$ cat src/rtl/fb_bram_arbiter.sv
// rtl/fb_bram_arbiter.sv - frame-buffer BRAM arbiter, TX reads over queued capture writes
// Reads always win the port; writes wait in a 16-entry FIFO and drain on idle read slots.
module fb_bram_arbiter #(
  parameter int ADDR_W  = 14,
  parameter int DATA_W  = 8,
  parameter int FIFO_AW = 4
) (
  input  logic                CLK,
  input  logic                RESET,
  input  logic                RD_REQ,
  input  logic [ADDR_W-1:0]   RD_ADDR,
  output logic [DATA_W-1:0]   RD_DATA,
  output logic                RD_VALID,
  input  logic                WR_REQ,
  input  logic [ADDR_W-1:0]   WR_ADDR,
  input  logic [DATA_W-1:0]   WR_DATA,
  output logic                WR_READY,
  output logic [ADDR_W-1:0]   BRAM_ADDR,
  output logic [DATA_W-1:0]   BRAM_DIN,
  output logic                BRAM_WE,
  input  logic [DATA_W-1:0]   BRAM_DOUT,
  output logic [FIFO_AW:0]    FIFO_LEVEL,
  output logic                OVERFLOW
);

  localparam int DEPTH = 1 << FIFO_AW;
  localparam logic [FIFO_AW:0] FULL_CNT = {1'b1, {FIFO_AW{1'b0}}};

  // Bit 1 of the encoding is the BRAM write enable, so BRAM_WE is a plain flop output.
  typedef enum logic [1:0] {
    GNT_NONE = 2'b00,
    GNT_RD   = 2'b01,
    GNT_WR   = 2'b10
  } gnt_t;

  gnt_t gnt_q, gnt_d;

  logic [ADDR_W+DATA_W-1:0] fifo_mem [DEPTH];
  logic [FIFO_AW-1:0]       wr_ptr, rd_ptr;
  logic [FIFO_AW:0]         count;
  logic                     fifo_full, fifo_empty;
  logic                     push, pop;
  logic [ADDR_W-1:0]        head_addr;
  logic [DATA_W-1:0]        head_data;
  logic [1:0]               rd_sr;

  assign fifo_full  = (count == FULL_CNT);
  assign fifo_empty = (count == '0);
  assign WR_READY   = ~fifo_full;
  assign FIFO_LEVEL = count;
  assign BRAM_WE    = gnt_q[1];
  assign {head_addr, head_data} = fifo_mem[rd_ptr];

  always_comb begin
    gnt_d = GNT_NONE;
    if (RD_REQ) begin
      gnt_d = GNT_RD;
    end else if (!fifo_empty) begin
      gnt_d = GNT_WR;
    end
  end

  assign push = WR_REQ & ~fifo_full;
  assign pop  = (gnt_d == GNT_WR);

  always_ff @(posedge CLK) begin
    if (RESET) begin
      gnt_q     <= GNT_NONE;
      BRAM_ADDR <= '0;
      BRAM_DIN  <= '0;
    end else begin
      gnt_q <= gnt_d;
      case (gnt_d)
        GNT_RD: BRAM_ADDR <= RD_ADDR;
        GNT_WR: begin
          BRAM_ADDR <= head_addr;
          BRAM_DIN  <= head_data;
        end
        default: ;
      endcase
    end
  end

  // Two stages cover the address edge and the BRAM's own output register.
  always_ff @(posedge CLK) begin
    if (RESET) begin
      rd_sr    <= '0;
      RD_VALID <= 1'b0;
      RD_DATA  <= '0;
    end else begin
      rd_sr    <= {rd_sr[0], RD_REQ};
      RD_VALID <= rd_sr[1];
      if (rd_sr[1]) begin
        RD_DATA <= BRAM_DOUT;
      end
    end
  end

  always_ff @(posedge CLK) begin
    if (push) begin
      fifo_mem[wr_ptr] <= {WR_ADDR, WR_DATA};
    end
  end

  always_ff @(posedge CLK) begin
    if (RESET) begin
      wr_ptr   <= '0;
      rd_ptr   <= '0;
      count    <= '0;
      OVERFLOW <= 1'b0;
    end else begin
      if (push) begin
        wr_ptr <= wr_ptr + 1'b1;
      end
      if (pop) begin
        rd_ptr <= rd_ptr + 1'b1;
      end
      case ({push, pop})
        2'b10:   count <= count + 1'b1;
        2'b01:   count <= count - 1'b1;
        default: ;
      endcase
      if (WR_REQ && fifo_full) begin
        OVERFLOW <= 1'b1;
      end
    end
  end

endmodule

$ cat config.mk
export PLATFORM = sky130hd
export DESIGN_NAME = fb_bram_arbiter
export DESIGN_NICKNAME = d
export VERILOG_FILES = /design/src/rtl/fb_bram_arbiter.sv
export SDC_FILE = /design/constraint.sdc
export NUM_CORES = 1
export LEC_CHECK = 0
export BUFFER_PORTS_ARGS = -buffer_cell sky130_fd_sc_hd__buf_4
export CAP_MARGIN = 20
export CORE_UTILIZATION = 55
export DETAILED_ROUTE_END_ITERATION = 10
export HOLD_SLACK_MARGIN = 0.03
export PLACE_DENSITY = 0.71
export SLEW_MARGIN = 10
export SYNTH_ARGS = -nofsm -noshare
export SYNTH_HDL_FRONTEND = slang
export SYNTH_SLANG_ARGS = --single-unit
$ cat constraint.sdc
create_clock -name CLK -period 8.2 [get_ports CLK]
set_input_delay 1.23 -clock CLK [delete_from_list [all_inputs] [get_ports CLK]]
set_output_delay 1.23 -clock CLK [all_outputs]
set_load 0.05 [all_outputs]
; ---- After elaboration in Yosys (flattened, before gate mapping)
; Memories as Yosys holds them, arrays and structs flattened. A register that Yosys moved wholly into a read port is not among the register bits.
; Cells that the tools add are included.
[word_totals]
output_inout_bits = 39
elab_cells = 34
mem_count = 1
ff_bits = 49
input_bits = 48
mem_bits_rw = 352
[mem_list]
columns = memory, words, word_bits, read_ports, rd_ports_with_merged_regs, write_ports, line
row1 = fifo_mem, 16, 22, 1, 1, 1, 38  ; logic [ADDR_W+DATA_W-1:0] fifo_mem [DEPTH];
[op_classes]
bitwise = 2
eq_ne = 5
addsub = 4
reduce_logical = 4
muxes = 8
[op_table]
columns = operator, count
row1 = 14-bit case mux with 2 select lines, 1
row2 = 5-bit case mux with 2 select lines, 1
row3 = 4-bit by 1-bit adder with 4-bit output (second input constant), 2
row4 = 4-bit two-way mux, 2
row5 = 5-bit by 1-bit adder with 5-bit output (second input constant), 1
row6 = 5-bit == test (second input constant), 1
row7 = 5-bit logical NOT, 1
row8 = 5-bit by 1-bit subtractor with 5-bit output (second input constant), 1
row9 = 2-bit by 1-bit == test with 1-bit output (second input constant), 2
row10 = 2-bit == test (second input constant), 2
row11 = 2-bit two-way mux, 2
row12 = 2-bit nonzero test, 2
row13 = 1-bit two-way mux, 2
row14 = 1-bit bitwise AND, 1
row15 = 1-bit logical AND, 1
row16 = 1-bit inverter, 1

; ---- Longest topological paths before layout
[logic_depth]
word_depth = 6
mapped_depth = 14
depth_no_buf = 10

; ---- Worst setup path after synthesis
; Ideal clock, no wire load.
[synth_path]
path_kind = input -> register
start = input WR_REQ
end = memory fifo_mem[0][0] (netlist bit), enable pin
arrival_time_ps = 3318
n_path_buf = 0
t_required_ps = 7771
setup_slack_ps = 4453
setup_time_ps = 429
stages = 3
cell_sequence = a21boi_1 -> nand2_1 -> nor3_1
[synth_via]
elab_chain_cells = 3
[synth_lines]
columns = item, line
row1 = from (decl), 14  ; input logic WR_REQ,
row2 = 1-bit bitwise AND, 63  ; assign push = WR_REQ & ~fifo_full;
row3 = 1-bit two-way mux, 100  ; if (push) begin
row4 = 1-bit two-way mux (not written as such), 101  ; fifo_mem[wr_ptr] <= {WR_ADDR, WR_DATA};
row5 = to (decl), 38
; No other way between the ends.

; ---- Worst setup path in the final report
[layout_path]
start = input RD_REQ
end = register count[4] (netlist: FIFO_LEVEL[4])
[layout_via]
elab_chain_cells = 4
elab_cells_between_ends = 6
cone_classes = eq/ne: 3 / mux: 2 / reduce/logical: 1
[layout_lines]
columns = item, line
row1 = from (decl), 10  ; input logic RD_REQ,
row2 = 2-bit two-way mux *, 56  ; if (RD_REQ) begin
row3 = 2-bit == test *, 64  ; assign pop = (gnt_d == GNT_WR);
row4 = 2-bit by 1-bit == test with 1-bit output or 2-bit == test (tied branches), 118  ; case ({push, pop})
row5 = 5-bit case mux with 2 select lines or 2-bit nonzero test (tied branches), --
row6 = to (signal assigned), 119  ; 2'b10: count <= count + 1'b1;
row7 = to (signal assigned), 120  ; 2'b01: count <= count - 1'b1;
row8 = to (decl), 40  ; logic [FIFO_AW:0] count;
; Every way passes the cells marked *; elsewhere a longest branch is shown, timed or not.
; A chain may end at the register's enable or synchronous reset.

==> impl_results.html <==
<table>
<tr><th>Metric</th><th>Value</th></tr>
<tr><th colspan="2">Global routing</th></tr>
<tr><td>Met1 demand-to-capacity share in global routing</td><td>0.339</td></tr>
<tr><td>First-pass GRT wire length</td><td>48.2 mm</td></tr>
<tr><td>Number of antenna violations at the first check in global routing</td><td>1</td></tr>
<tr><td>GR met2 Demand/Resource</td><td>0.359</td></tr>
<tr><td>GR peak layer</td><td>met2</td></tr>
<tr><td>Global router's overall resource usage</td><td>0.233</td></tr>
<tr><td>Pin count of the biggest net entering global routing</td><td>62</td></tr>
<tr><td>Total congestion overflow</td><td>0</td></tr>
<tr><td>Met3 Use GR</td><td>0.0402</td></tr>
<tr><td>Vias in the first global route</td><td>7885</td></tr>
<tr><th colspan="2">Floorplan</th></tr>
<tr><td>Y dimension of the die</td><td>170 µm</td></tr>
<tr><td>Starting utilization of the core area</td><td>0.560</td></tr>
<tr><td>Site row count</td><td>61</td></tr>
<tr><td>Die area</td><td>0.0290 mm²</td></tr>
<tr><td>Width of the die</td><td>170 µm</td></tr>
<tr><td>IO Count</td><td>87</td></tr>
<tr><td>Core footprint</td><td>0.0278 mm²</td></tr>
<tr><th colspan="2">Synthesis</th></tr>
<tr><td>Gate Count Post-Synth</td><td>837</td></tr>
<tr><td>Share of flip-flops with an asynchronous set or reset</td><td>0</td></tr>
<tr><td>Synthesis warning total</td><td>0</td></tr>
<tr><td>Dominant register cell in the synthesized netlist</td><td>edfxtp_1</td></tr>
<tr><td>Post-synthesis cell type count</td><td>44</td></tr>
<tr><td>Cell types with the largest area share after synthesis</td><td>edfxtp_1 68%, mux4_2 8.1%, dfxtp_1 6.7%</td></tr>
<tr><td>Synthesized netlist net count</td><td>894</td></tr>
<tr><td>Post-Syn Area per Cell</td><td>18.6 µm²</td></tr>
<tr><td>Biggest area consumer among synthesized cells</td><td>edfxtp_1</td></tr>
<tr><td>Top cell type's share of synthesized area</td><td>0.679</td></tr>
<tr><td>Most numerous cell in the Yosys netlist</td><td>edfxtp_1</td></tr>
<tr><td>Mapped cell area</td><td>0.0156 mm²</td></tr>
<tr><td>Number of storage elements in the synthesis netlist</td><td>404</td></tr>
<tr><td>Number of enable-type register cells in the synthesized netlist</td><td>352</td></tr>
<tr><td>Sequential fraction of the synthesis area</td><td>0.746</td></tr>
<tr><td>Commonest cells in the netlist</td><td>352 x edfxtp_1, 96 x mux2i_1, 56 x mux4_2</td></tr>
<tr><th colspan="2">Clock tree</th></tr>
<tr><td>CTS buffer count</td><td>41</td></tr>
<tr><td>Clk pin slew, worst setup/hold paths</td><td>0.06 ns</td></tr>
<tr><td>Maximum level of the CTS H-tree</td><td>2</td></tr>
<tr><td>Clock tree from TritonCTS</td><td>done</td></tr>
<tr><td>Number of hold buffers added after cts</td><td>0</td></tr>
<tr><td>Maximum buffer depth of the clock tree</td><td>3</td></tr>
<tr><td>Insertion delay of the later-clocked pin in the worst-skew pair</td><td>0.53 ns</td></tr>
<tr><td>Num Clock Sinks</td><td>404</td></tr>
<tr><td>Post-CTS resize count</td><td>0</td></tr>
<tr><td>CTS Root Buffer Type</td><td>clkbuf_16</td></tr>
<tr><td>Post-CTS Setup Bufs</td><td>0</td></tr>
<tr><th colspan="2">Power and ir drop</th></tr>
<tr><td>Power per standard cell area</td><td>282 mW/mm²</td></tr>
<tr><td>Largest vdd supply drop</td><td>0.225 mV</td></tr>
<tr><td>Leakage Power</td><td>5.75 nW</td></tr>
<tr><th colspan="2">Drt</th></tr>
<tr><td>Routed wire per std cell</td><td>24.4 µm</td></tr>
<tr><td>Ratio of routed vias to standard cells</td><td>6.04</td></tr>
<tr><td>Total Routed Length</td><td>32.9 mm</td></tr>
<tr><td>DRC violation count after routing</td><td>0</td></tr>
<tr><td>DRT antenna net count</td><td>0</td></tr>
<tr><td>Vias after detailed routing</td><td>8138</td></tr>
<tr><td>Number of design-rule violations left by the first detailed-router iteration</td><td>867</td></tr>
<tr><td>DR pass1 iterations</td><td>5</td></tr>
<tr><th colspan="2">Cells and area</th></tr>
<tr><td># nets final</td><td>995</td></tr>
<tr><td>Fraction of final layout cells sized beyond drive strength 1</td><td>0.257</td></tr>
<tr><td>Antenna diode count</td><td>0</td></tr>
<tr><td>Layout-stage area growth over the synthesis result</td><td>14.9%</td></tr>
<tr><th colspan="2">Critical path</th></tr>
<tr><td>Worst Setup End Kind</td><td>register</td></tr>
<tr><td>Data arrival time of the critical path</td><td>4.10 ns</td></tr>
<tr><td>Setup Crit Path Kind</td><td>input port to register</td></tr>
<tr><td>Depth of the most critical reg-to-reg path</td><td>4</td></tr>
<tr><td>WP data required</td><td>8.67 ns</td></tr>
<tr><td>Element type at the critical path start</td><td>input port</td></tr>
<tr><td>Reg-to-Reg End</td><td>BRAM_ADDR[10]$_SDFFE_PP0P_</td></tr>
<tr><td>Setup slack, reg-to-reg</td><td>4.93 ns</td></tr>
<tr><td>Maximum fanout along the worst path</td><td>27</td></tr>
<tr><td>Origin of the worst setup path</td><td>RD_REQ</td></tr>
<tr><th colspan="2">STA</th></tr>
<tr><td>Setup Skew</td><td>0.0100 ns</td></tr>
<tr><td>Setup repair after global routing missed its margin</td><td>false</td></tr>
<tr><td>Share of the clock period used by the worst path after layout</td><td>0.443</td></tr>
<tr><td>Max-slew headroom</td><td>0.304</td></tr>
<tr><td>Setup tns final</td><td>0 ns</td></tr>
<tr><td>Number of pins exceeding their max-slew limit in the final report</td><td>0</td></tr>
<tr><td>Tmin final</td><td>3.63 ns</td></tr>
<tr><td>Setup WS post-layout</td><td>4.57 ns</td></tr>
<tr><td>Peak Freq</td><td>276 MHz</td></tr>
<tr><td>Transition time at the pin with the least slew margin</td><td>1.04 ns</td></tr>
<tr><td>Finish-stage setup viols</td><td>0</td></tr>
<tr><td>Final hold viol count</td><td>0</td></tr>
<tr><th colspan="2">Worst hold path</th></tr>
<tr><td>Worst Hold Class</td><td>register to register</td></tr>
<tr><td>Hold Crit Start</td><td>gnt_q[0]$_SDFF_PP0_</td></tr>
<tr><td>End point of the worst hold path</td><td>rd_sr[1]$_SDFF_PP0_</td></tr>
<tr><td>Worst Hold Depth</td><td>1</td></tr>
<tr><th colspan="2">Status</th></tr>
<tr><td>Status</td><td>finished clean</td></tr>
<tr><th colspan="2">Placement</th></tr>
<tr><td>Post-DP HPWL</td><td>19.1 mm</td></tr>
<tr><td>Buffers added on ports</td><td>86</td></tr>
<tr><td>Pre-CTS setup slack</td><td>4.14 ns</td></tr>
<tr><td>Routability-driven placement congestion ratio</td><td>0.807</td></tr>
<tr><th colspan="2">Run</th></tr>
<tr><td>Max-capacitance violation count</td><td>0</td></tr>
</table>
==> layout by cell type, fill, tap and decap left out, types with 8 or more instances in the layout <==
cell type,count
edfxtp_1,352
nor2_2,12
nor4_1,8
a21oi_1,13
o21ai_0,8
o221ai_1,15
inv_1,8
clkbuf_16,43
mux4_2,56
and3_1,9
o22ai_1,33
ha_1,9
nand2_1,18
clkbuf_1,9
dfxtp_1,49
mux2i_1,96
buf_4,107
nor2_1,23
a211oi_1,9
clkinv_1,11
==> logic make-up after synthesis <==
kind of cell | after synthesis | synth area share
AO/OA/AOI/OAI | 100 | 0.0446
flip-flops | 404 | 0.746
multiplexers | 158 | 0.147
buffers and inverters | 58 | 0.0179
XOR/XNOR | 9 | 0.00507
AND/OR/NAND/NOR | 99 | 0.0318
adder cells (fa/ha/maj) | 9 | 0.00724
==> stage by stage <==
step                      hold WS, ns   util  cell area, µm²  instances  total power [mW]
final                           0.442  0.644           17900       1347              5.03
after global routing            0.476  0.644           17900       1347              5.21
after CTS                       0.457  0.644           17900       1347              5.06
after detailed placement        0.429  0.599           16600       1273              3.36
after global placement          0.420  0.599           16600       1273              3.35
after floorplan                 0.414      -           15600        837              3.09
==> report_power, final <==
group / internal [mW] / leakage, nW / switching (mW)
Sequential: 2.35 / 3.61 / 0.0899
Combinational: 0.311 / 1.54 / 0.579
Clock: 0.975 / 0.605 / 0.729
Total: 3.64 / 5.75 / 1.40
==> cell type report <==
cell class	instances	area, µm²
clock buffers	54	1140
clock inverters	20	96.3
fillers	1967	9900
inverters	9	33.8
multi-input cells	375	3720
flip-flops and latches	404	11600
well taps	378	473
repair buffers	107	803
==> per-layer routing <==
layer	part of all wire	routed length, µm	vias to the layer above
met4	0.026	857	0
met2	0.46	15300	350
met1	0.44	14400	4137
met5	0	0	-
li1	-	-	3591
met3	0.071	2350	60
==> how the worst max path moves through the flow <==
| stage | to | slack, ns | depth (start not counted) |
|---|---|---|---|
| 6_report | FIFO_LEVEL[4]$_SDFFE_PP0P_ | 4.57 | 10 |
| 2_1_floorplan | fifo_mem[0][0]$_DFFE_PP_ | 4.45 | 3 |
| 3_3_place_gp | FIFO_LEVEL[4]$_SDFFE_PP0P_ | 4.25 | 10 |
| 5_1_grt | FIFO_LEVEL[4]$_SDFFE_PP0P_ | 4.48 | 10 |
| 3_5_place_dp | FIFO_LEVEL[4]$_SDFFE_PP0P_ | 4.14 | 10 |
| 4_1_cts | FIFO_LEVEL[4]$_SDFFE_PP0P_ | 4.68 | 10 |
==> registers in the layout, summed over array words and instances, names as in the netlist, 2 cells and up, named ones only <==
signal,count
BRAM_DIN,8
wr_ptr,4
RD_DATA,8
BRAM_ADDR,14
FIFO_LEVEL,5
gnt_q,2
rd_ptr,4
fifo_mem,352
==> worst max-delay path, cell delays in order <==
cell	delay, ns
buf_4	0.14
inv_1	0.46
o21ai_4	0.16
inv_2	0.46
ha_1	0.46
ha_1	0.25
or4b_2	0.59
a21oi_1	0.16
a31oi_1	0.06
nand3_1	0.10
(Power assumes the default switching activity.)
